**src/rtl/reg_port_sequencer.sv**
```systemverilog
`default_nettype none
// ============================================================================
// Module : reg_port_sequencer
// Serialises writebacks and two-source operand fetches onto one register-file port.
// Rev    : 1.0
// ============================================================================
module reg_port_sequencer #(
    parameter int DATA_W   = 32,
    parameter int REGNUM_W = 4
) (
    input  logic                clk,
    input  logic                rstn,
    input  logic                req_valid,
    output logic                req_ready,
    input  logic                src1_en,
    input  logic                src1_flt,
    input  logic [REGNUM_W-1:0] src1_num,
    input  logic                src2_en,
    input  logic                src2_flt,
    input  logic [REGNUM_W-1:0] src2_num,
    input  logic                wb_valid,
    output logic                wb_ready,
    input  logic                wb_flt,
    input  logic [REGNUM_W-1:0] wb_num,
    input  logic [DATA_W-1:0]   wb_data,
    output logic                opr_valid,
    input  logic                opr_ready,
    output logic [DATA_W-1:0]   opr_a,
    output logic [DATA_W-1:0]   opr_b,
    output logic                rf_enable,
    output logic                rf_rwflag,
    output logic                rf_gf_flag,
    output logic [REGNUM_W-1:0] rf_regnum,
    output logic [DATA_W-1:0]   rf_inp,
    input  logic [DATA_W-1:0]   rf_outp
);

    typedef enum logic [2:0] {
        S_IDLE  = 3'd0,
        S_WRITE = 3'd1,
        S_RD1   = 3'd2,
        S_RD2   = 3'd3,
        S_CAP   = 3'd4,
        S_HOLD  = 3'd5
    } state_t;

    state_t                state_q, state_d;
    logic                  rf_enable_q, rf_enable_d;
    logic                  rf_rwflag_q, rf_rwflag_d;
    logic                  rf_gf_flag_q, rf_gf_flag_d;
    logic [REGNUM_W-1:0]   rf_regnum_q, rf_regnum_d;
    logic [DATA_W-1:0]     rf_inp_q, rf_inp_d;
    logic                  opr_valid_q, opr_valid_d;
    logic [DATA_W-1:0]     opr_a_q, opr_a_d;
    logic [DATA_W-1:0]     opr_b_q, opr_b_d;
    logic                  src1_en_q, src1_en_d;
    logic                  src2_en_q, src2_en_d;
    logic                  src2_flt_q, src2_flt_d;
    logic [REGNUM_W-1:0]   src2_num_q, src2_num_d;

    // Ready outputs are gated by rstn so every output reads 0 while reset is held.
    assign wb_ready  = rstn & (state_q == S_IDLE);
    assign req_ready = rstn & (state_q == S_IDLE) & ~wb_valid;

    always_comb begin
        state_d      = state_q;
        rf_enable_d  = 1'b0;
        rf_rwflag_d  = rf_rwflag_q;
        rf_gf_flag_d = rf_gf_flag_q;
        rf_regnum_d  = rf_regnum_q;
        rf_inp_d     = rf_inp_q;
        opr_valid_d  = opr_valid_q;
        opr_a_d      = opr_a_q;
        opr_b_d      = opr_b_q;
        src1_en_d    = src1_en_q;
        src2_en_d    = src2_en_q;
        src2_flt_d   = src2_flt_q;
        src2_num_d   = src2_num_q;

        case (state_q)
            S_IDLE: begin
                if (wb_valid) begin
                    rf_enable_d  = 1'b1;
                    rf_rwflag_d  = 1'b1;
                    rf_gf_flag_d = wb_flt;
                    rf_regnum_d  = wb_num;
                    rf_inp_d     = wb_data;
                    state_d      = S_WRITE;
                end else if (req_valid) begin
                    src1_en_d    = src1_en;
                    src2_en_d    = src2_en;
                    src2_flt_d   = src2_flt;
                    src2_num_d   = src2_num;
                    rf_enable_d  = src1_en;
                    rf_rwflag_d  = 1'b0;
                    rf_gf_flag_d = src1_flt;
                    rf_regnum_d  = src1_num;
                    state_d      = S_RD1;
                end
            end
            S_WRITE: begin
                state_d = S_IDLE;
            end
            S_RD1: begin
                rf_enable_d  = src2_en_q;
                rf_rwflag_d  = 1'b0;
                rf_gf_flag_d = src2_flt_q;
                rf_regnum_d  = src2_num_q;
                state_d      = S_RD2;
            end
            S_RD2: begin
                // rf_outp now carries the source-1 read issued in RD1's cycle.
                opr_a_d = src1_en_q ? rf_outp : '0;
                state_d = S_CAP;
            end
            S_CAP: begin
                opr_b_d     = src2_en_q ? rf_outp : '0;
                opr_valid_d = 1'b1;
                state_d     = S_HOLD;
            end
            S_HOLD: begin
                if (opr_ready) begin
                    opr_valid_d = 1'b0;
                    state_d     = S_IDLE;
                end
            end
            default: begin
                state_d = S_IDLE;
            end
        endcase
    end

    always_ff @(posedge clk or negedge rstn) begin
        if (!rstn) begin
            state_q      <= S_IDLE;
            rf_enable_q  <= 1'b0;
            rf_rwflag_q  <= 1'b0;
            rf_gf_flag_q <= 1'b0;
            rf_regnum_q  <= '0;
            rf_inp_q     <= '0;
            opr_valid_q  <= 1'b0;
            opr_a_q      <= '0;
            opr_b_q      <= '0;
            src1_en_q    <= 1'b0;
            src2_en_q    <= 1'b0;
            src2_flt_q   <= 1'b0;
            src2_num_q   <= '0;
        end else begin
            state_q      <= state_d;
            rf_enable_q  <= rf_enable_d;
            rf_rwflag_q  <= rf_rwflag_d;
            rf_gf_flag_q <= rf_gf_flag_d;
            rf_regnum_q  <= rf_regnum_d;
            rf_inp_q     <= rf_inp_d;
            opr_valid_q  <= opr_valid_d;
            opr_a_q      <= opr_a_d;
            opr_b_q      <= opr_b_d;
            src1_en_q    <= src1_en_d;
            src2_en_q    <= src2_en_d;
            src2_flt_q   <= src2_flt_d;
            src2_num_q   <= src2_num_d;
        end
    end

    assign rf_enable  = rf_enable_q;
    assign rf_rwflag  = rf_rwflag_q;
    assign rf_gf_flag = rf_gf_flag_q;
    assign rf_regnum  = rf_regnum_q;
    assign rf_inp     = rf_inp_q;
    assign opr_valid  = opr_valid_q;
    assign opr_a      = opr_a_q;
    assign opr_b      = opr_b_q;

endmodule
`default_nettype wire

```
**config.mk**
```make
export PLATFORM = sky130hd
export DESIGN_NAME = reg_port_sequencer
export DESIGN_NICKNAME = d
export VERILOG_FILES = /design/src/rtl/reg_port_sequencer.sv
export SDC_FILE = /design/constraint.sdc
export NUM_CORES = 1
export LEC_CHECK = 0
export BUFFER_PORTS_ARGS = -buffer_cell sky130_fd_sc_hd__clkbuf_2
export CAP_MARGIN = 20
export CORE_MARGIN = 2
export CORE_UTILIZATION = 54
export CTS_BUF_LIST = sky130_fd_sc_hd__clkbuf_8
export CTS_CLUSTER_DIAMETER = 200
export DETAILED_ROUTE_END_ITERATION = 12
export MAX_ROUTING_LAYER = met4
export PLACE_DENSITY = 0.85
export SLEW_MARGIN = 20
export SYNTH_ARGS = -nofsm -noshare
export SYNTH_HDL_FRONTEND = slang
export SYNTH_SLANG_ARGS = --single-unit
```
**constraint.sdc**
```tcl
create_clock -name clk -period 3.51 [get_ports clk]
set_clock_uncertainty 0.1 [all_clocks]
set_input_delay 0.1755 -clock clk [delete_from_list [all_inputs] [get_ports clk]]
set_output_delay 0.1755 -clock clk [all_outputs]
set_load 0.01 [all_outputs]
```
==> out/qor.csv, run 1 <==
metric,value,unit
port_buffers,191,
critPathMaxFanout,25,
first_global_vias,4282,
grt_max_degree,79,
ant_nets,0,
r2r_cells,4,
dpl_worst_slack,1.102,ns
cts_root_buf,clkbuf_8,
ctsResizeCount,0,
instances_no_fill,805,
drv_cap,0,
synth_area,4821,µm²
antenna_found_initial,0,
setup_ws,1.068,ns
die_width,98.49,µm
path_class,register to register,
design.die.area,9699,µm²
gr-total-overflow,0,
fillers,490,
finalWirelength,13.61,mm
core-area,8678,µm²
critical_path.startpoint,state_q[1],
syn_nets,512,
fin_setup_tns,0,ns
finalMaxSlewViolations,0,
routabilityCongestion,0.8656,
fin_util,79.46,%
cts_buffers,17,
rsz0062_at_grt,no,
cpPeakStageDelay,0.70,ns
clk_latency,0.42,ns
crit_family,simple AND/OR/NAND/NOR gates,
antenna_cells,0,
dp.cells,700,
avgSynthCellArea,11.32,µm²
relSlewSlack,35.45,%
dp_hpwl,8.027,mm
vias,4165,
synthDistinctLibCells,28,
clk_pin_slew,0.07,ns
min_path_type,primary input to register,
synthFlopType,dfrtp_1,
cts-htree-levels,4,
rows,34,
power_density,882.1,nW/µm²
cp_slowest_cell,and2_2,
cp.required,3.72,ns
cp-end-kind,register,
fmax,409.4,MHz
timing.rr.start,state_q[1],
start_util,55.55,%
finalCriticalPeriod,2.442,ns
die_h,98.49,µm
track_usage,29.35,%
ys_ff_latch,114,
holdCritStartpoint,src1_num[0],
drc,0,
hold_violations,0,
status,finished clean,
min_path_cells,4,
wl_met3,744,µm
leakage,3.546,nW
routed-wl-met2,7.443,mm
synth-edff-count,0,
routed.top_layer,met4,
wl_met1,5.160,mm
finalCritPeriodShare,69.58,%
wl_per_cell,16.91,µm
ios,192,
via_per_inst,5.174,
layout-drive-gt1-share,41.89,%
synthArstFlopShare,100.0,%
clock_sinks,114,
critical_path_depth,4,
nets,771,
dr.pass1.iters,4,
grt_pass1_wl,21.18,mm
drt_first_iter_violations,159,
worst_pin_slew,0.9682,ns
path_buf_inv,1,
ys_seq_area_share,59.17,%
cts_tree,done,
path_cells,"nor3_2, and2_2, buf_4, mux2_4",
max-vdd-ir-drop,0.4470,mV
critPathLaunchType,register,
synthCells,426,
ys.warnings.count,0,
area_delta_synth_final,43.03,%
cp_data_arrival_time,2.66,ns
clock_path_buffers,2,
finalSetupViolCount,0,
==> where the power goes <==
part	total, mW	internal (mW)	switching, mW
registers	2.39	1.91	0.483
clock network	1.31	0.799	0.511
logic	2.38	1.12	1.26
==> cells by family after synthesis <==
family	after synthesis	synth area share [%]
flip-flops	114	59.17
buffers and inverters	32	4.931
AND/OR/NAND/NOR	151	12.46
multiplexers	49	13.57
AO/OA/AOI/OAI	80	9.863
==> routing by layer <==
layer	global-route usage, %	vias to the layer above
met3	7.730	26
met2	51.60	179
met1	32.26	2033
met4	10.33	0
li1	-	1927
met5	-	-
==> worst reg2reg max path, delay by kind of cell, from the launching register on <==
kind	cells	cell delay [ns]
buf+inv	1	0.31
flops	1	0.63
mux	1	0.32
simple gates	2	0.98
==> state kept, by name (all words and copies together), names as in the netlist <==
register	count
state_q	3
rf_rwflag	1
opr_b	32
rf_inp	32
rf_regnum	4
opr_a	32
src2_en_q	1
rf_enable	1
src2_num_q	4
src1_en_q	1
src2_flt_q	1
rf_gf_flag	1
opr_valid	1
==> Yosys cell counts, drive strengths merged, types with 2 or more instances <==
master    n  area share [%]
mux2i     5             1.0
dfrtp   114              59
clkbuf   15             1.2
nor2      6            0.47
nor3      3            0.42
mux2     44              13
nand2   135              11
nand3b    2            0.31
buf      16             3.7
o21ai    75             9.1
==> through the flow <==
stage	area, µm²	hold slack [ns]	total power, mW
2_1_floorplan	4821	-0.2201	3.860
3_3_place_gp	5727	0.04689	4.531
3_5_place_dp	5728	0.06550	4.670
4_1_cts	6895	0.06602	6.052
5_1_grt	6895	0.1148	6.421
6_report	6895	0.08966	6.083
==> timing repair <==
| item | 4_1_cts | 5_1_grt |
|---|---|---|
| hold endpoints to repair | 143 | 0 |
| buffers inserted | 0 | 0 |
| hold buffers | 74 | 0 |
==> placed cells by master (no fill, tap or decap) <==
master,instances
or3b_4,1
buf_4,7
or2_2,1
nand2b_1,1
mux2_4,29
mux2i_1,5
nor3_1,2
o21ai_0,36
bufinv_16,4
and2_2,1
a21o_1,1
dfrtp_2,1
clkinv_4,2
clkinv_2,4
clkbuf_2,190
a221oi_1,1
dlygate4sd3_1,74
dfrtp_1,113
o21a_1,1
nand3b_1,2
a21oi_1,1
a22oi_1,1
clkbuf_8,19
inv_1,3
nand2_1,135
nor2b_1,1
o21ai_2,17
nor2_1,6
o21ai_1,22
nor3_2,1
mux2_2,15
==> worst paths after layout <==
check                                     to  slack (ns)
worst min-delay path            rf_regnum[0]        0.09
min in group asynchronous         rf_inp[28]        0.16
worst min register to register      opr_a[0]        0.38
max in group asynchronous          src1_en_q        1.72
worst max-delay path              rf_inp[26]        1.07
worst max register to register    rf_inp[26]        1.07
==> final cells by class <==
| cell class | count | area, µm² | share of cell area (%) |
|---|---|---|---|
| flip-flops and latches | 114 | 2854 | 41.39 |
| repair buffers | 271 | 1744 | 25.29 |
| multi-input cells | 280 | 1732 | 25.11 |
| clock buffers | 19 | 261.5 | 3.792 |
| clock inverters | 12 | 165.2 | 2.395 |
| well taps | 108 | 135.1 | 1.960 |
| inverters | 1 | 3.754 | 0.05444 |
Power figures use the tool's default switching activity.
==> inputs of run 2 (changes only) <==
- CORE_UTILIZATION: 54 -> 50
- PLACE_DENSITY: 0.85 -> 0.79
- clock period: 3.51 -> 2.5 ns (I/O delays scaled with it)
==> out/qor.csv, run 2 (synthesis results as in run 1) <==
metric,value,unit,change
critPathLaunchType,register,,
path_buf_inv,2,,+1
nets,773,,+0.26%
drt_first_iter_violations,103,,-35%
post_cts_buffers,0,,unchanged
layout_common_cells,"clkbuf_2, nand2_1, dfrtp_1",,
final_area,6907,µm²,+0.16%
grt_max_degree,115,,+46%
routabilityCongestion,0.8000,,-7.6%
finalCriticalPeriod,1.843,ns,-0.5990 ns
first_global_vias,4231,,-1.2%
area_delta_synth_final,43.26,%,
vias,4094,,-1.7%
drc,0,,unchanged
die_width,102.2,µm,+3.8%
regArea,2853,µm²,about the same
ctsResizeCount,0,,unchanged
path_class,register to register,,
wl_met1,4.814,mm,-6.7%
ios,192,,unchanged
leakage,3.521,nW,-0.71%
cp-end-kind,register,,
port_buffers,191,,unchanged
placed_area,5793,µm²,+1.1%
critPathMaxFanout,33,,+32%
max-vdd-ir-drop,0.7194,mV,+61%
routed-wl-met2,6.770,mm,-9.0%
clk_pin_slew,0.07,ns,about the same
finalWirelength,12.62,mm,-7.3%
reg2reg_slack,0.66,ns,-0.41 ns
routed.top_layer,met4,,
die_h,102.2,µm,+3.8%
worst_pin_slew,0.6539,ns,-0.3143 ns
grt_pass1_wl,20.11,mm,-5.0%
dp_hpwl,7.935,mm,-1.1%
crit_family,buffers and inverters,,
cpPeakStageDelay,0.42,ns,-0.28 ns
cp.required,2.68,ns,-1.04 ns
cp_slowest_cell,dfrtp_1,,
drv_cap,0,,unchanged
layout-drive-gt1-share,42.12,%,+0.23 points
core-area,9284,µm²,+7.0%
cts_tree,done,,
fillers,645,,+32%
finalMaxSlewViolations,0,,unchanged
cts_root_buf,clkbuf_8,,
holdCritStartpoint,req_valid,,
relSlewSlack,56.41,%,+21 points
path_cells,"buf_4, nor3_2, and2_2, buf_12, mux2_2",,
cts_hold_buf,74,,unchanged
power_density,1198,nW/µm²,+36%
clk_latency,0.39,ns,-0.03 ns
clock_sinks,114,,unchanged
wl_per_cell,15.25,µm,-9.8%
dr.pass1.iters,4,,unchanged
fmax,542.5,MHz,+32%
layout_commonest_cell,clkbuf_2,,
min_path_cells,3,,-1
antenna_found_initial,1,,+1
wl_met3,675,µm,-9.3%
min_path_type,primary input to register,,
cts_buffers,17,,unchanged
finalSetupViolCount,0,,unchanged
via_per_inst,4.944,,-4.4%
cts-htree-levels,4,,unchanged
gr-total-overflow,0,,unchanged
ant_nets,0,,unchanged
cp_data_arrival_time,2.03,ns,-0.63 ns
timing.rr.start,state_q[1],,
fin_setup_tns,0,ns,unchanged
start_util,51.93,%,-3.6 points
worstHoldEndpoint,rf_rwflag,,
track_usage,25.82,%,-3.5 points
rows,35,,+2.9%
rsz0062_at_grt,no,,
r2r-end,rf_inp[5],,
status,finished clean,,
multi_input_area,1732,µm²,unchanged
hold_violations,0,,unchanged
clock_path_buffers,2,,unchanged
design.die.area,10440,µm²,+7.7%
finalCritPeriodShare,73.74,%,+4.2 points
r2r_cells,5,,+1
run 2: worst max path at each step:
stage,start,depth (start not counted),end
finish,state_q[1],5,rf_inp[5]
global route,state_q[1],5,rf_inp[6]
CTS,state_q[1],5,rf_inp[7]
detailed placement,state_q[1],5,rf_inp[7]
global placement,state_q[1],5,rf_inp[5]
floorplan,state_q[2],6,rf_inp[10]
run 2: routing by layer:
layer	vias to the layer above	track usage, %
li1	1940	-
met5	-	-
met4	0	10.56
met1	1964	29.18
met3	30	5.677
met2	160	44.48
run 2: report_power, final:
part / switching (mW) / leakage (nW) / internal [mW]
registers: 0.544 / 1.44 / 2.68
clock network: 0.716 / 0.186 / 0.877
logic: 1.85 / 1.90 / 1.61
run 2: cell type report:
| type | instances | area share (%) |
|---|---|---|
| diodes | 1 | 0.03623 |
| clock buffers | 21 | 4.185 |
| clock inverters | 9 | 1.178 |
| inverters | 1 | 0.05435 |
| multi-input cells | 280 | 25.07 |
| flip-flops and latches | 114 | 41.30 |
| well taps | 129 | 2.337 |
| repair buffers | 273 | 25.83 |
run 2: worst min-delay path, cell delays in order:
cell and delay, ns:
clkbuf_2 0.11, o21ai_0 0.09, a21o_1 0.18
run 2: metrics by stage:
stage               hold slack (ns)  instances  worst slack [ns]  utilization [%]  total power [mW]
floorplan                   -0.2706        426            0.8984                -             5.419
CTS                         0.02008        827            0.6837            74.37             8.278
global placement             0.1779        723            0.7049            62.40             6.416
detailed placement           0.1841        723            0.6877            62.40             6.587
finish                      0.03984        828            0.6566            74.39             8.272
global route                0.02649        828            0.5991            74.39             8.840
==> inputs of run 3 (changes only) <==
- ABC_AREA: default -> 1
- CORE_UTILIZATION: 50 -> 45
- PLACE_DENSITY: 0.79 -> 0.75
- clock period: 2.5 -> 1.68 ns (I/O delays scaled with it)
==> out/qor.csv, run 3 <==
metric,value,unit,change
critical_path.startpoint,state_q[1],,
critical_path.endpoint,req_ready,,
drt_first_iter_violations,386,,+270%
r2r-end,rf_gf_flag,,
hold_violations,0,,unchanged
ys.warnings.count,0,,unchanged
antenna_cells,0,,-1
layout_common_cells,"nand2_1, clkbuf_2, dfrtp_1",,
port_buffers,191,,unchanged
dr.pass1.iters,5,,+1
layout_commonest_cell,nand2_1,,
cts_root_buf,clkbuf_8,,
seqPwrFrac,39.8,%,+0.9 points
ant_nets,0,,unchanged
rsz0062_at_grt,no,,
synthFlopType,dfrtp_1,,
vias,4633,,+13%
yosysMostFrequentCell,nand2_1,,
avgSynthCellArea,8.992,µm²,-21%
synth_top_cells_by_count,"nand2_1, dfrtp_1, o21ai_1, inv_1, o21ai_0",,
syn_nets,621,,+21%
comb_power_share,40.5,%,-1.3 points
critPathLaunchType,register,,
finalWirelength,13.56,mm,+7.4%
layout-drive-gt1-share,31.22,%,-11 points
cp-end-kind,output pin,,
dpl_worst_slack,0.2311,ns,-0.4566 ns
clock_sinks,114,,unchanged
area_delta_synth_final,46.58,%,
cp.required,1.50,ns,-1.18 ns
r2r_cells,6,,+1
timing.rr.start,state_q[0],,
start_util,46.39,%,-5.5 points
clkPwrFrac,19.6,%,+0.3 points
antenna_found_initial,0,,-1
cp_data_arrival_time,1.43,ns,-0.60 ns
path_buf_inv,1,,-1
critPathMaxFanout,5,,-85%
reg2reg_slack,0.12,ns,-0.54 ns
yosys.area.top_type_share,59.30,%,+0.12 points
leakage,3.789,nW,+7.6%
fmax,619.7,MHz,
synth-edff-count,0,,unchanged
max-vdd-ir-drop,0.9022,mV,+25%
routabilityCongestion,0.8380,,+4.7%
cts_tree,done,,
setup_ws,0.06641,ns,-0.5902 ns
finalCriticalPeriod,1.614,ns,
gr-total-overflow,0,,unchanged
cpPeakStageDelay,0.44,ns,+0.02 ns
synth_area,4811,µm²,-0.21%
wl_per_cell,14.18,µm,-7.0%
status,finished clean,,
nets,893,,+16%
synth_area_leaders,"dfrtp_1, nand2_1, o21ai_1",,
placed_area,5801,µm²,+0.13%
dp_hpwl,7.877,mm,-0.73%
worst_pin_slew,0.5991,ns,-0.05474 ns
ys_seq_area_share,59.30,%,+0.12 points
final_area,7052,µm²,+2.1%
drc,0,,unchanged
ios,192,,unchanged
path_class,register to output pin,,
fin_setup_tns,0,ns,unchanged
crit_family,flip-flops,,
ys_ff_latch,114,,unchanged
synthArstFlopShare,100.0,%,unchanged
first_global_vias,4541,,+7.3%
die_h,107.4,µm,+5.1%
power_density,1694,nW/µm²,+41%
yosysTopAreaCell,dfrtp_1,,
synthDistinctLibCells,22,,-21%
power_switching,4.824,mW,+55%
critical_path_depth,4,,-1
finalSetupViolCount,0,,unchanged
via_per_inst,4.846,,-2.0%
synthCells,535,,+26%
swShare,40.39,%,+2.8 points
cts_buffers,17,,unchanged
finalMaxSlewViolations,0,,unchanged
p_int,7.120,mW,+38%
cts-htree-levels,4,,unchanged
grt_max_degree,115,,unchanged
design.die.area,11530,µm²,+10%
clk_latency,0.42,ns,+0.03 ns
holdCritStartpoint,wb_valid,,
report.power.total,11.94,mW,+44%
die_width,107.4,µm,+5.1%
finalCritPeriodShare,96.05,%,
cp_slowest_cell,dfrtp_2,,
clk_pin_slew,0.07,ns,about the same
grt_pass1_wl,21.78,mm,+8.3%
track_usage,24.86,%,-0.96 points
rows,37,,+5.7%
clock_path_buffers,2,,unchanged
drv_cap,0,,unchanged
relSlewSlack,60.06,%,+3.6 points
path_cells,"nor2_8, nand2_2, nor3_2, clkbuf_2",,
core-area,10370,µm²,+12%
min_path_type,primary input to register,,
run 3: cell types whose count changed in the layout (fill, tap and decap cells not counted), moves of 11 or more:
cell           change
dlygate4sd3_1     +11
mux2_4            -29
inv_1             +45
o21ai_1           +35
mux2_2            -15
nand2_1           +72
run 3: power groups by stage:
stage	clock network, mW	logic (mW)	registers [mW]
after floorplan	0	2.30	5.21
after global placement	0	4.42	4.71
after detailed placement	0	4.57	4.76
after CTS	2.39	4.82	4.72
after global routing	2.54	5.38	4.89
final	2.34	4.84	4.76
run 3: routing by layer:
| layer | vias up | share of wire, % | GRT usage [%] | wire length, µm |
|---|---|---|---|---|
| met2 | 209 | 51 | 41.23 | 6854 |
| li1 | 2238 | - | - | - |
| met3 | 36 | 6.3 | 5.630 | 851 |
| met5 | - | 0 | - | 0 |
| met4 | 0 | 3.0 | 9.982 | 401 |
| met1 | 2150 | 40 | 29.56 | 5449 |
run 3: worst reg2reg max path: stages, from the launching register on:
cell     delay, ns
dfrtp_2       0.44
buf_4         0.16
inv_2         0.11
nand3_2       0.26
nand2_1       0.26
nand2_1       0.10
nand2_1       0.07
run 3: layout make-up:
class,count,area (µm²)
inverter,47,178.9
clock buffer,18,247.7
sequential,114,2855
timing repair buffer,287,1942
clock inverter,14,117.6
multi-input combinational,340,1540
tap,136,170.2
fill,801,3318
run 3: worst min-delay path by stage:
stage | endpoint | depth (start not counted)
global placement | src1_en_q | 2
finish | state_q[0] | 3
global route | state_q[0] | 3
floorplan | opr_a[0] | 0
CTS | state_q[0] | 3
detailed placement | state_q[2] | 2
run 3: what timing repair did:
action,in CTS,in global routing
setup endpoints to repair,2,2
gates resized for setup,4,1
buffers inserted,3,0
hold endpoints to repair,226,0
hold buffers,85,0
run 3: metrics by stage:
step           hold WS, ns  std cells  utilization [%]
2_1_floorplan      -0.3116        535                -
3_3_place_gp        0.1349        836            55.94
3_5_place_dp        0.1365        836            55.94
4_1_cts           0.007997        956            67.98
5_1_grt            0.05932        956            68.00
6_report           0.03710        956            68.00
run 3: cells by family (layout without fill, tap and decap cells):
family                 count (synthesis)  after routing  synth area share [%]
AND/OR/NAND/NOR                      233            233                 19.77
buffers and inverters                 81            366                 8.947
AO/OA/AOI/OAI                        107            107                 11.99
flip-flops                           114            114                 59.30
